<file path="src/rtl/mem_port_arbiter_if.sv">
// Shared memory port bundle: fetch port, data port and memory side.
// slave = arbiter view, master = requesters plus memory view.
interface mem_port_arbiter_if #(
  parameter int MEM_WIDTH = 32,
  parameter int MEM_SIZE  = 256
);
  localparam int AW = $clog2(MEM_SIZE);

  logic                 if_req;
  logic [AW-1:0]        if_addr;
  logic                 if_ready;
  logic                 if_rvalid;
  logic [MEM_WIDTH-1:0] if_rdata;

  logic                 dm_req;
  logic                 dm_we;
  logic [AW-1:0]        dm_addr;
  logic [MEM_WIDTH-1:0] dm_wdata;
  logic                 dm_ready;
  logic                 dm_rvalid;
  logic [MEM_WIDTH-1:0] dm_rdata;

  logic [AW-1:0]        mem_addr;
  logic                 mem_read_en;
  logic                 mem_write_en;
  logic [MEM_WIDTH-1:0] mem_write_val;
  logic [MEM_WIDTH-1:0] mem_read_val;

  modport slave (
    input  if_req, if_addr,
    output if_ready, if_rvalid, if_rdata,
    input  dm_req, dm_we, dm_addr, dm_wdata,
    output dm_ready, dm_rvalid, dm_rdata,
    output mem_addr, mem_read_en,
    output mem_write_en, mem_write_val,
    input  mem_read_val
  );

  modport master (
    output if_req, if_addr,
    input  if_ready, if_rvalid, if_rdata,
    output dm_req, dm_we, dm_addr, dm_wdata,
    input  dm_ready, dm_rvalid, dm_rdata,
    input  mem_addr, mem_read_en,
    input  mem_write_en, mem_write_val,
    output mem_read_val
  );
endinterface

</file>
<file path="src/rtl/mem_port_arbiter.sv">
// Two-port arbiter onto one single-cycle memory: data port first,
// fetch port guaranteed a slot after MAX_DSTREAK data grants.
module mem_port_arbiter #(
  parameter int MEM_WIDTH   = 32,
  parameter int MEM_SIZE    = 256,
  parameter int MAX_DSTREAK = 3
) (
  input logic           clk,
  input logic           rst_n,
  mem_port_arbiter_if.slave bus
);
  localparam int AW = $clog2(MEM_SIZE);
  localparam int SW =
    (MAX_DSTREAK < 1) ? 1 : $clog2(MAX_DSTREAK + 1);
  localparam logic [SW-1:0] SMAX = SW'(MAX_DSTREAK);

  logic [SW-1:0] dstreak_q, dstreak_d;
  logic          own_vld_q, own_vld_d;
  logic          own_dm_q, own_dm_d;

  logic fetch_first;
  logic gnt_if;
  logic gnt_dm;

  // Ready is gated by rst_n so nothing is accepted while in reset.
  always_comb begin
    fetch_first = bus.if_req && (dstreak_q == SMAX);
    gnt_dm      = rst_n && bus.dm_req && !fetch_first;
    gnt_if      = rst_n && bus.if_req && !gnt_dm;
  end

  always_comb begin
    bus.if_ready      = gnt_if;
    bus.dm_ready      = gnt_dm;
    bus.mem_addr      = '0;
    bus.mem_read_en   = 1'b0;
    bus.mem_write_en  = 1'b0;
    bus.mem_write_val = '0;
    unique case (1'b1)
      gnt_if: begin
        bus.mem_addr    = bus.if_addr;
        bus.mem_read_en = 1'b1;
      end
      gnt_dm: begin
        bus.mem_addr     = bus.dm_addr;
        bus.mem_read_en  = !bus.dm_we;
        bus.mem_write_en = bus.dm_we;
        if (bus.dm_we) begin
          bus.mem_write_val = bus.dm_wdata;
        end
      end
      default: ;
    endcase
  end

  always_comb begin
    dstreak_d = dstreak_q;
    if (!bus.if_req || gnt_if) begin
      dstreak_d = '0;
    end else if (gnt_dm && dstreak_q != SMAX) begin
      dstreak_d = dstreak_q + 1'b1;
    end
    own_vld_d = gnt_if || (gnt_dm && !bus.dm_we);
    own_dm_d  = gnt_dm;
  end

  always_ff @(posedge clk or negedge rst_n) begin
    if (!rst_n) begin
      dstreak_q <= '0;
      own_vld_q <= 1'b0;
      own_dm_q  <= 1'b0;
    end else begin
      dstreak_q <= dstreak_d;
      own_vld_q <= own_vld_d;
      own_dm_q  <= own_dm_d;
    end
  end

  // Memory returns data one cycle after the read strobe.
  always_comb begin
    bus.if_rvalid = own_vld_q && !own_dm_q;
    bus.dm_rvalid = own_vld_q && own_dm_q;
    bus.if_rdata  = bus.mem_read_val;
    bus.dm_rdata  = bus.mem_read_val;
  end
endmodule

</file>
<file path="src/flat_wrapper.sv">
// flat-port wrapper written by rule: the top's interface ports become plain ports
module mem_port_arbiter_flat 
#(
  parameter int MEM_WIDTH   = 32,
  parameter int MEM_SIZE    = 256,
  parameter int MAX_DSTREAK = 3
)
  (clk, rst_n, bus_if_req, bus_if_addr, bus_if_ready, bus_if_rvalid, bus_if_rdata, bus_dm_req, bus_dm_we, bus_dm_addr, bus_dm_wdata, bus_dm_ready, bus_dm_rvalid, bus_dm_rdata, bus_mem_addr, bus_mem_read_en, bus_mem_write_en, bus_mem_write_val, bus_mem_read_val);
  mem_port_arbiter_if #(.MEM_WIDTH(MEM_WIDTH), .MEM_SIZE(MEM_SIZE)) bus_i ();
  input logic clk;
  input logic rst_n;
  input wire logic [$bits(bus_i.if_req)-1:0] bus_if_req;
  input wire logic [$bits(bus_i.if_addr)-1:0] bus_if_addr;
  output wire logic [$bits(bus_i.if_ready)-1:0] bus_if_ready;
  output wire logic [$bits(bus_i.if_rvalid)-1:0] bus_if_rvalid;
  output wire logic [$bits(bus_i.if_rdata)-1:0] bus_if_rdata;
  input wire logic [$bits(bus_i.dm_req)-1:0] bus_dm_req;
  input wire logic [$bits(bus_i.dm_we)-1:0] bus_dm_we;
  input wire logic [$bits(bus_i.dm_addr)-1:0] bus_dm_addr;
  input wire logic [$bits(bus_i.dm_wdata)-1:0] bus_dm_wdata;
  output wire logic [$bits(bus_i.dm_ready)-1:0] bus_dm_ready;
  output wire logic [$bits(bus_i.dm_rvalid)-1:0] bus_dm_rvalid;
  output wire logic [$bits(bus_i.dm_rdata)-1:0] bus_dm_rdata;
  output wire logic [$bits(bus_i.mem_addr)-1:0] bus_mem_addr;
  output wire logic [$bits(bus_i.mem_read_en)-1:0] bus_mem_read_en;
  output wire logic [$bits(bus_i.mem_write_en)-1:0] bus_mem_write_en;
  output wire logic [$bits(bus_i.mem_write_val)-1:0] bus_mem_write_val;
  input wire logic [$bits(bus_i.mem_read_val)-1:0] bus_mem_read_val;
  assign bus_i.if_req = bus_if_req;
  assign bus_i.if_addr = bus_if_addr;
  assign bus_if_ready = bus_i.if_ready;
  assign bus_if_rvalid = bus_i.if_rvalid;
  assign bus_if_rdata = bus_i.if_rdata;
  assign bus_i.dm_req = bus_dm_req;
  assign bus_i.dm_we = bus_dm_we;
  assign bus_i.dm_addr = bus_dm_addr;
  assign bus_i.dm_wdata = bus_dm_wdata;
  assign bus_dm_ready = bus_i.dm_ready;
  assign bus_dm_rvalid = bus_i.dm_rvalid;
  assign bus_dm_rdata = bus_i.dm_rdata;
  assign bus_mem_addr = bus_i.mem_addr;
  assign bus_mem_read_en = bus_i.mem_read_en;
  assign bus_mem_write_en = bus_i.mem_write_en;
  assign bus_mem_write_val = bus_i.mem_write_val;
  assign bus_i.mem_read_val = bus_mem_read_val;
  mem_port_arbiter #(.MEM_WIDTH(MEM_WIDTH), .MEM_SIZE(MEM_SIZE), .MAX_DSTREAK(MAX_DSTREAK)) u_core (.clk(clk), .rst_n(rst_n), .bus(bus_i));
endmodule
</file>
<file path="config.mk">
export PLATFORM = sky130hd
export DESIGN_NAME = mem_port_arbiter_flat
export DESIGN_NICKNAME = d
export VERILOG_FILES = /design/src/rtl/mem_port_arbiter_if.sv /design/src/rtl/mem_port_arbiter.sv /design/src/flat_wrapper.sv
export SDC_FILE = /design/constraint.sdc
export NUM_CORES = 1
export LEC_CHECK = 0
export CAP_MARGIN = 20
export CORE_AREA = 2 2 74 76
export DETAILED_ROUTE_END_ITERATION = 12
export DIE_AREA = 0 0 76 78
export PLACE_DENSITY_LB_ADDON = 0.05
export SLEW_MARGIN = 10
export SYNTH_ARGS = -nofsm -noshare
export SYNTH_HDL_FRONTEND = slang
export SYNTH_SLANG_ARGS = --single-unit
export TNS_END_PERCENT = 1
</file>
<file path="constraint.sdc">
create_clock -name clk -period 5.5 [get_ports clk]
set_input_delay 1.65 -clock clk [delete_from_list [all_inputs] [get_ports clk]]
set_output_delay 1.65 -clock clk [all_outputs]
set_load 0.02 [all_outputs]
</file>
After elaboration in Yosys (flattened, before gate mapping)
Index checks and enable logic that the tools add are counted.

operators by class
  multiply operators = 0
  equality and inequality tests = 2
  shift-type cells = 0
  multiplexer cells = 7
  bitwise logic cells = 0
  reduce and logical (&&, ||, !) cells = 17
  divide/modulo/power cells = 0
  $add $sub $neg = 1
  magnitude comparators = 0

operators by type and width
  cell                                                            count
  32-bit 2-to-1 mux                                               2
  8-bit one-hot mux with 2 select lines                           1
  1-bit logical AND                                               9
  1-bit zero test                                                 5
  2-bit 2-to-1 mux                                                2
  2-bit by 1-bit adder with 2-bit output (second input constant)  1
  2-bit equality test (second input constant)                     1
  1-bit logical OR                                                2
  2-bit inequality test (second input constant)                   1
  1-bit one-hot mux with 2 select lines                           1
  2-bit nonzero test                                              1
  1-bit 2-to-1 mux                                                1

word-level totals
  bits in writable memories = 0
  memories = 0
  output and inout port bits = 110
  memory bits (read-only) = 0
  register bits = 4
  latch bits = 0

Longest topological paths before layout
Gate-level depths: netlist of run 1.

  depth after elaboration = 8
  depth in mapped cells = 6
  depth with buffers taken out = 4

Least setup slack after synthesis of run 1
No wires, ideal clock.

  path type = input -> output
  from = input bus_dm_req
  to = output bus_mem_write_val[22]
  buffers on the path = 2
  cell stages on the path = 5
  slack = 1.364 ns
  arrival = 2.486 ns
  path through = a21bo_1 > buf_6 > nor2_8 > buf_6 > and2_1

on the way
  word-level cells in the longest chain between the ends = 3

RTL lines
  element                          RTL line                source
  from (decl)                      flat_wrapper.sv:17      input wire logic [$bits(bus_i.dm_req)-1:0] bus_dm_req;
  1-bit logical AND (2 in series)  mem_port_arbiter.sv:28  gnt_dm = rst_n && bus.dm_req && !fetch_first;
  32-bit 2-to-1 mux                mem_port_arbiter.sv:39  unique case (1'b1)
  to (decl)                        flat_wrapper.sv:27      output wire logic [$bits(bus_i.mem_write_val)-1:0] bus_mem_write_val;

Every way passes these cells.

Worst setup path after layout of run 1
  from = input bus_dm_req
  to = output bus_mem_write_val[11]

Same word-level chain as after synthesis.

==> run summary, run 1 <==
The ratio of cells with drive above 1 in the final layout is 0.09341. The floorplan step defined a core boundary enclosing 5042 um2. The post-route total power came out at 190.5 uW.

The number of nets handed over by synthesis was 235. The met1 routing resource usage after global routing is 0.1020. The number of pins with negative max-slew slack in the final report is 0.

The end of the worst register-to-register path is u_core.own_vld_q. The wire length of the first global-routing pass is 4.974 mm. The actual transition at the worst max-transition pin is 0.3140 ns. The fraction of registers with async set or reset after synthesis came out at 1.000. The worst supply voltage drop on vdd came out at 78.61 uV. The final total negative setup slack came out at 0 ns. In the layout the commonest cells are sky130_fd_sc_hd__clkdlybuf4s50_1 (98), sky130_fd_sc_hd__and2_1 (23), sky130_fd_sc_hd__nand2_1 (19). The cell count after synthesis came out at 149. Based on the critical path, the design can be clocked at up to 0.1935 GHz. The distinct cell type count of the synthesized netlist came out at 19.

Summed over all layers, the routed wires come to 3.145 mm. The final worst setup slack is 0.3307 ns. The clock tree root driver cell is sky130_fd_sc_hd__clkbuf_8. The number of placed instances with taps included is 249. The area of the die is 5928 um2. The run finished with clean final reports. The initial antenna violation count came to 0.

The class of the most critical setup path is input port to primary output. The residual antenna-violating net count after detailed routing is 0. The proportion of synthesized chip area in sequential cells came out at 0.09174. The number of cells on the worst reg-to-reg path came out at 4. For the worst setup path, the data arrival time is 3.52 ns. The post-route minimum period came out at 5.169 ns. The reg2reg setup slack came out at 4.08 ns.

The portion of synthesized cell area occupied by the leading cell type came out at 0.4404. The via count of the first global-routing pass is 980. After detailed routing, the number of remaining DRC violations is 0. Detailed placement finished with a half-perimeter wire length of 2.713 mm. Clock-pin slew was measured on the worst setup and hold paths at 0.03 ns.

For this block, the initial DRC count from the detailed router was 15. Dividing the detail-routed wire length by the instance count gives 12.48 um. The final net count is 270. TritonCTS built the clock tree. The final cycle utilization of the critical path is 0.9399. Clock latency on the worst-skew pair, taken at its later pin, is 0.21 ns. The tightest min-delay check is of the register to register type. Port buffering added 98 buffers. The initial utilization of the core area, before any placement, comes to 0.2164. The startpoint identified for the worst hold timing path is u_core.dstreak_q[1]. The worst clock skew on the final layout came out at 0.0006124 ns. The number of clock sinks came out at 4. The required time of the worst setup path came out at 3.85 ns. The number of failing hold endpoints at the final stage is 0.

The commonest non-fill, non-tap cell in the layout is sky130_fd_sc_hd__clkdlybuf4s50_1. The hold buffer count at CTS came out at 0. The global routing usage on met3 came out at 0.06977.

Of all nets on the critical path, the largest fanout is 33. The deepest clock path buffer count came out at 2. The number of buffers added for setup after CTS is 0. The final weighted congestion of routability-driven global placement came out at 0.7316. In the global route stage, overall resource usage came out at 0.1029. The type of element launching the critical path is an input port. The worst pin sits at a relative slew slack of 0.7902. The maximum number of pins on one net before global-route repair is 34.

The count of max-cap constraint violations is 0. The depth of the worst hold-timing path came out at 2. Setup repair after global routing left no endpoint under its margin. The minimum hold slack came out at 0.5965 ns.

In the synthesized netlist the dominant register cell turns out to be sky130_fd_sc_hd__dfrtp_1. The number of enable-type register cells in the synthesized netlist came out at 0. The y dimension of the die is 78 um. The cell area power density came out at 113.4 nW/um2. The area overhead of the layout relative to synthesis is 54.01%.

After clock tree synthesis, the repair step resized 0 gates. The post-route non-filler standard cell count is 252. The worst setup slack before clock tree synthesis came out at 0.3054 ns. For hold timing, the worst endpoint is u_core.dstreak_q[1]. In this run the most used layer during global routing was met2. The via count normalized by instance count is 3.960. The number of detailed-route iterations in the first pass came out at 2. The diode insertion count for antenna repair is 0. The cell area that synthesis handed to floorplanning was 1091 um2.

In this run the horizontal extent of the chip is 76 um. Yosys attributes the largest share of cell area to sky130_fd_sc_hd__buf_4 (44%), sky130_fd_sc_hd__and2_1 (13%), sky130_fd_sc_hd__dfrtp_1 (9.2%). In this run the number of H-tree levels came out at 1.

The analysis attributes to cell leakage a power of 0.6705 nW. The count of pins on the block boundary is 195. The number of flip-flops and latches in the synthesized netlist came out at 4.

The largest area contributor in the netlist is sky130_fd_sc_hd__buf_4. The startpoint identified for the worst register-to-register timing path is u_core.dstreak_q[0]. The mean instance size in the synthesized netlist came out at 7.322 um2. The placement row count came out at 26.

The endpoint kind of the worst setup timing path is a primary output. The met2 track utilization from global routing came out at 0.1679. The CTS buffer count is 3. The number of vias after detailed routing came out at 998. For this run, the number of Yosys warnings is 0.

Summed over all layers, the global routing overflow is 0. The final setup violation count came out at 0.
==> kinds of logic (layout without fill, tap and decap cells) <==
| family | count (synthesis) | in the layout | synth area share |
|---|---|---|---|
| compound gates | 12 | 12 | 0.07454 |
| fa+ha+maj | 1 | 1 | 0.01147 |
| simple gates | 61 | 61 | 0.3280 |
| buf+inv | 71 | 104 | 0.4943 |
| flops | 4 | 4 | 0.09175 |
==> stage by stage <==
stage                 util  instance area (um2)
detailed placement  0.3251                 1639
CTS                 0.3333                 1680
floorplan                -                 1091
finish              0.3333                 1680
global placement    0.3251                 1639
global route        0.3333                 1680
==> area by class of cell <==
class | instances | area, um2
clock buffer | 3 | 41.29
fill | 537 | 3362
inverter | 1 | 3.754
multi-input combinational | 74 | 451.7
sequential | 4 | 100.1
tap | 70 | 87.58
timing repair buffer | 100 | 996.0
==> cells in the mapped netlist, types with 2 or more instances <==
master / number
sky130_fd_sc_hd__buf_2: 2
sky130_fd_sc_hd__or2b_1: 2
sky130_fd_sc_hd__buf_6: 4
sky130_fd_sc_hd__and2_1: 23
sky130_fd_sc_hd__nand2_1: 19
sky130_fd_sc_hd__and2_2: 11
sky130_fd_sc_hd__nor2_1: 2
sky130_fd_sc_hd__dfrtp_1: 4
sky130_fd_sc_hd__o22ai_1: 8
sky130_fd_sc_hd__buf_4: 64
sky130_fd_sc_hd__nor2b_1: 2
==> per-layer routing <==
| layer | wire, um | part of all wire | vias to the layer above |
|---|---|---|---|
| met5 | 0 | 0 | - |
| met3 | 555 | 0.18 | 9 |
| met4 | 54 | 0.017 | 0 |
| met1 | 1152 | 0.37 | 425 |
| li1 | - | - | 467 |
| met2 | 1383 | 0.44 | 97 |
==> state kept, by name, indices dropped and copies added (netlist names) <==
name,cells
u_core.dstreak_q,2
u_core.own_dm_q,1
u_core.own_vld_q,1
==> where the power goes <==
group          leakage [nW]  internal (mW)  switching [mW]
Combinational         0.596         0.0608          0.0379
Sequential           0.0532         0.0310        0.000684
Clock                0.0216         0.0465          0.0136
==> worst max-delay path by stage <==
stage | from | end | depth (start not counted)
detailed placement | bus_dm_req | bus_mem_write_val[11] | 5
CTS | bus_dm_req | bus_mem_write_val[11] | 5
global route | bus_dm_req | bus_mem_write_val[11] | 5
floorplan | bus_dm_req | bus_mem_write_val[22] | 5
global placement | bus_dm_req | bus_mem_write_val[10] | 5
finish | bus_dm_req | bus_mem_write_val[11] | 5
==> critical path: stages <==
cell and delay (ns):
sky130_fd_sc_hd__clkdlybuf4s50_1 0.48, sky130_fd_sc_hd__a21bo_1 0.27, sky130_fd_sc_hd__nor2_8 0.31, sky130_fd_sc_hd__and2_1 0.19, sky130_fd_sc_hd__clkdlybuf4s50_1 0.62
Note: power is estimated with default switching activity, not from simulation.
==> inputs of run 2 (changes only) <==
--- a/constraint.sdc
+++ b/constraint.sdc
@@ -3,2 +3,2 @@
 set_output_delay 1.65 -clock clk [all_outputs]
-set_load 0.02 [all_outputs]
+set_load 0.1 [all_outputs]
==> run 2 against run 1 <==
Against the previous run: sequential share of layout area down 1.2 points; fmax is 3.7% higher; die area did not move; first-iteration DRC count rose by 80%; critical path depth did not move; non-clock buffer count shrank 1; critical path type unchanged; largest power group unchanged.
==> run summary, run 2 (same netlist as run 1, synthesis figures left out) <==
The clock insertion delay at the later pin of the skew report is 0.21 ns (about the same). In the final layout, the registers with the most flip-flops are u_core.dstreak_q (2), u_core.own_dm_q (1), u_core.own_vld_q (1). The count of max-cap constraint violations came to 0 (unchanged).

The via count of the first global-routing pass was 1031 (+5.2%). The final net count is 269 (-0.37%). Setup repair after global routing left no endpoint under its margin. The headroom to the max-slew limit is 0.3379 (-0.4522).

The worst-path cell with the longest stage delay is sky130_fd_sc_hd__clkdlybuf4s50_1. The share of total power in combinational logic came out at 0.686 (+0.168). The share of the core filled with cells was 0.4191 (+0.08586).

The number of design-rule violations left by the first detailed-router iteration came out at 27 (+12). The post-route total power was 291.7 uW (+53%). The uppermost layer routed is met4. The number of detailed-route iterations in the first pass came out at 3 (+1). The number of failing hold endpoints at the final stage is 0 (unchanged). The relative contribution of the clock network to total power was 0.205 (-0.110). The maximum single-stage delay on the critical path is 0.49 ns (-0.13 ns).

The post-route minimum period was 4.983 ns (-0.1860 ns). The count of buffers inserted at the top-level ports was 98 (unchanged). STA classifies the critical path startpoint as an input port. The class of the most critical setup path is input port to primary output. The via count normalized by instance count came out at 3.964 (about the same). The number of pins with negative max-slew slack in the final report was 0 (unchanged).

The final weighted congestion of routability-driven global placement is 0.7339 (+0.31%). The critical path launch point is bus_dm_req. The run finished with clean final reports. The timing-limited maximum frequency came out at 0.2007 GHz (+3.7%).

The cell area power density came to 138.0 nW/um2 (+22%). The switching power of the nets is 130.4 uW (+150%). The peak fanout along the critical path is 33 (unchanged). The number of clock sinks came out at 4 (unchanged).

The met2 layer wire length in the routed design is 1.478 mm (+6.9%). The leakage component of the power was 0.8803 nW (+31%). The core box area came out at 5042 um2 (unchanged).

The final total negative setup slack is 0 ns (unchanged). The signal on the critical path passes through clkdlybuf4s50_1, a21bo_1, nor2_8, and2_1, buf_12. The placed instance area was 2072 um2 (+26%). The final cycle utilization of the critical path came out at 0.9060 (-0.03382).

The met1 wire length is 1.326 mm (+15%). The residual antenna-violating net count after detailed routing came out at 0 (unchanged). The total length of routed met3 wires is 486 um (-12%). The final global-route overflow total is 0 (unchanged).

The worst setup slack before clock tree synthesis was 0.5070 ns (+0.2017 ns). The critical path buffer and inverter count is 2 (unchanged). The number of buffers added for setup after CTS came out at 0 (unchanged). The final worst setup slack came out at 0.5167 ns (+0.1860 ns). The global router's overall resource usage came out at 0.1106 (+0.007667).

The placement row count is 26 (unchanged). The area growth from synthesis to layout is 93.69%. The post-cts resize count is 0 (unchanged).

The area of the die was 5928 um2 (unchanged). The wire length of the first global-routing pass is 5.368 mm (+7.9%). The endpoint kind of the worst setup timing path is a primary output. The kind of cell with the highest combined delay along the critical path is buffers and inverters.

The clock-pin slew of the registers on the worst-case setup and hold paths came to 0.03 ns (about the same). In this run the most critical hold path is launched from u_core.dstreak_q[1]. The post-route non-filler standard cell count came out at 251 (-0.40%). The hold buffer count at CTS is 0 (unchanged). The diode insertion count for antenna repair came to 0 (unchanged). The deepest clock path buffer count came out at 2 (unchanged). The ratio of cells with drive above 1 in the final layout is 0.3315 (+0.2381). The internal power of the cells is 161.3 uW (+17%). The worst supply voltage drop on vdd was 84.54 uV (+7.5%). The mean routed wirelength per cell is 13.22 um (+5.9%).

The y dimension of the die came to 78 um (unchanged). The path class of the lowest-slack min-delay path is register to register. The number of vias after detailed routing is 995 (-0.30%). The number of filler cells placed in the layout is 496 (-7.6%).

The cell area after layout came out at 2113 um2 (+26%). The count of pins on the block boundary is 195 (unchanged). The minimum hold slack came to 0.6278 ns (+0.03134 ns).

The fraction of power consumed by sequential logic came out at 0.109 (-0.057). The horizontal die dimension came to 76 um (unchanged). The effective utilization at floorplan was 0.2164 (unchanged).

In this run the critical register-to-register path is launched from u_core.dstreak_q[0]. The worst clock skew on the final layout came out at 0.003326 ns (+0.002714 ns). The number of placed instances with taps included came out at 248 (-0.40%). TritonCTS built the clock tree. The DRC violation count after routing is 0 (unchanged).

The CTS buffer count is 3 (unchanged). The number of flip-flops under the largest register name came out at 2 (unchanged). The total detailed-routing wirelength is 3.317 mm (+5.5%). The reg2reg setup slack is 4.04 ns (-0.04 ns). In the layout the commonest cells are sky130_fd_sc_hd__clkdlybuf4s50_1 (54), sky130_fd_sc_hd__buf_12 (44), sky130_fd_sc_hd__and2_1 (23). The data arrival time at the worst-slack endpoint came to 3.33 ns (-0.19 ns).

The actual transition at the worst max-transition pin came out at 0.9900 ns (+0.6760 ns). The half-perimeter wire length of the detailed placement result came out at 2.922 mm (+7.7%). The switching share of power came out at 0.4470 (+0.1731). Clock tree synthesis selected as its root buffer the cell sky130_fd_sc_hd__clkbuf_8.

The initial antenna violation count came out at 0 (unchanged). The final setup violation count is 0 (unchanged). The library cell used most frequently in the layout, excluding fill and tap cells, is sky130_fd_sc_hd__clkdlybuf4s50_1.

The maximum number of pins on one net before global-route repair came out at 34 (unchanged). The required time of the worst setup path came to 3.85 ns (about the same). More flip-flops sit in one register than any other, and that register is u_core.dstreak_q. The maximum level of the CTS H-tree came out at 1 (unchanged).
run 2: final cells by class:
type                    count  area, um2  share of cell area
repair buffers             99       1429              0.6761
multi-input cells          74      451.7              0.2137
flip-flops and latches      4      100.1             0.04737
well taps                  70      87.58             0.04144
clock buffers               3      41.29             0.01954
inverters                   1      3.754            0.001776
run 2: power by group through the flow:
stage | registers, mW | logic [mW] | clock network (mW)
2_1_floorplan | 0.0319 | 0.329 | 0
3_5_place_dp | 0.0321 | 0.201 | 0
6_report | 0.0318 | 0.200 | 0.0598
5_1_grt | 0.0320 | 0.208 | 0.0637
4_1_cts | 0.0318 | 0.202 | 0.0614
3_3_place_gp | 0.0320 | 0.201 | 0
run 2: worst paths after layout:
| kind | to | cells after the start |
|---|---|---|
| worst max-delay path | bus_mem_write_val[11] | 5 |
| min in group asynchronous | u_core.own_dm_q | 2 |
| worst min-delay path | u_core.dstreak_q[1] | 2 |
| worst max register to register | u_core.own_vld_q | 4 |
| worst min register to register | u_core.dstreak_q[1] | 2 |
| max in group asynchronous | u_core.dstreak_q[1] | 2 |
run 2: routing by layer:
| metal | vias to the layer above | track usage |
|---|---|---|
| met3 | 7 | 0.06395 |
| met1 | 428 | 0.1266 |
| met4 | 0 | 0.03091 |
| li1 | 465 | - |
| met5 | - | 0 |
| met2 | 95 | 0.1759 |
run 2: worst register-to-register path, stage by stage, from the launching register on:
cell and delay (ns):
sky130_fd_sc_hd__dfrtp_1 0.38, sky130_fd_sc_hd__ha_1 0.21, sky130_fd_sc_hd__or2b_1 0.25, sky130_fd_sc_hd__nand2_1 0.27, sky130_fd_sc_hd__a21oi_1 0.19
==> inputs of run 3 (changes only) <==
Settings changed: SLEW_MARGIN 10 to 5.
==> results of run 3 <==
Final layout, timing and power as in run 2 (identical DEF).
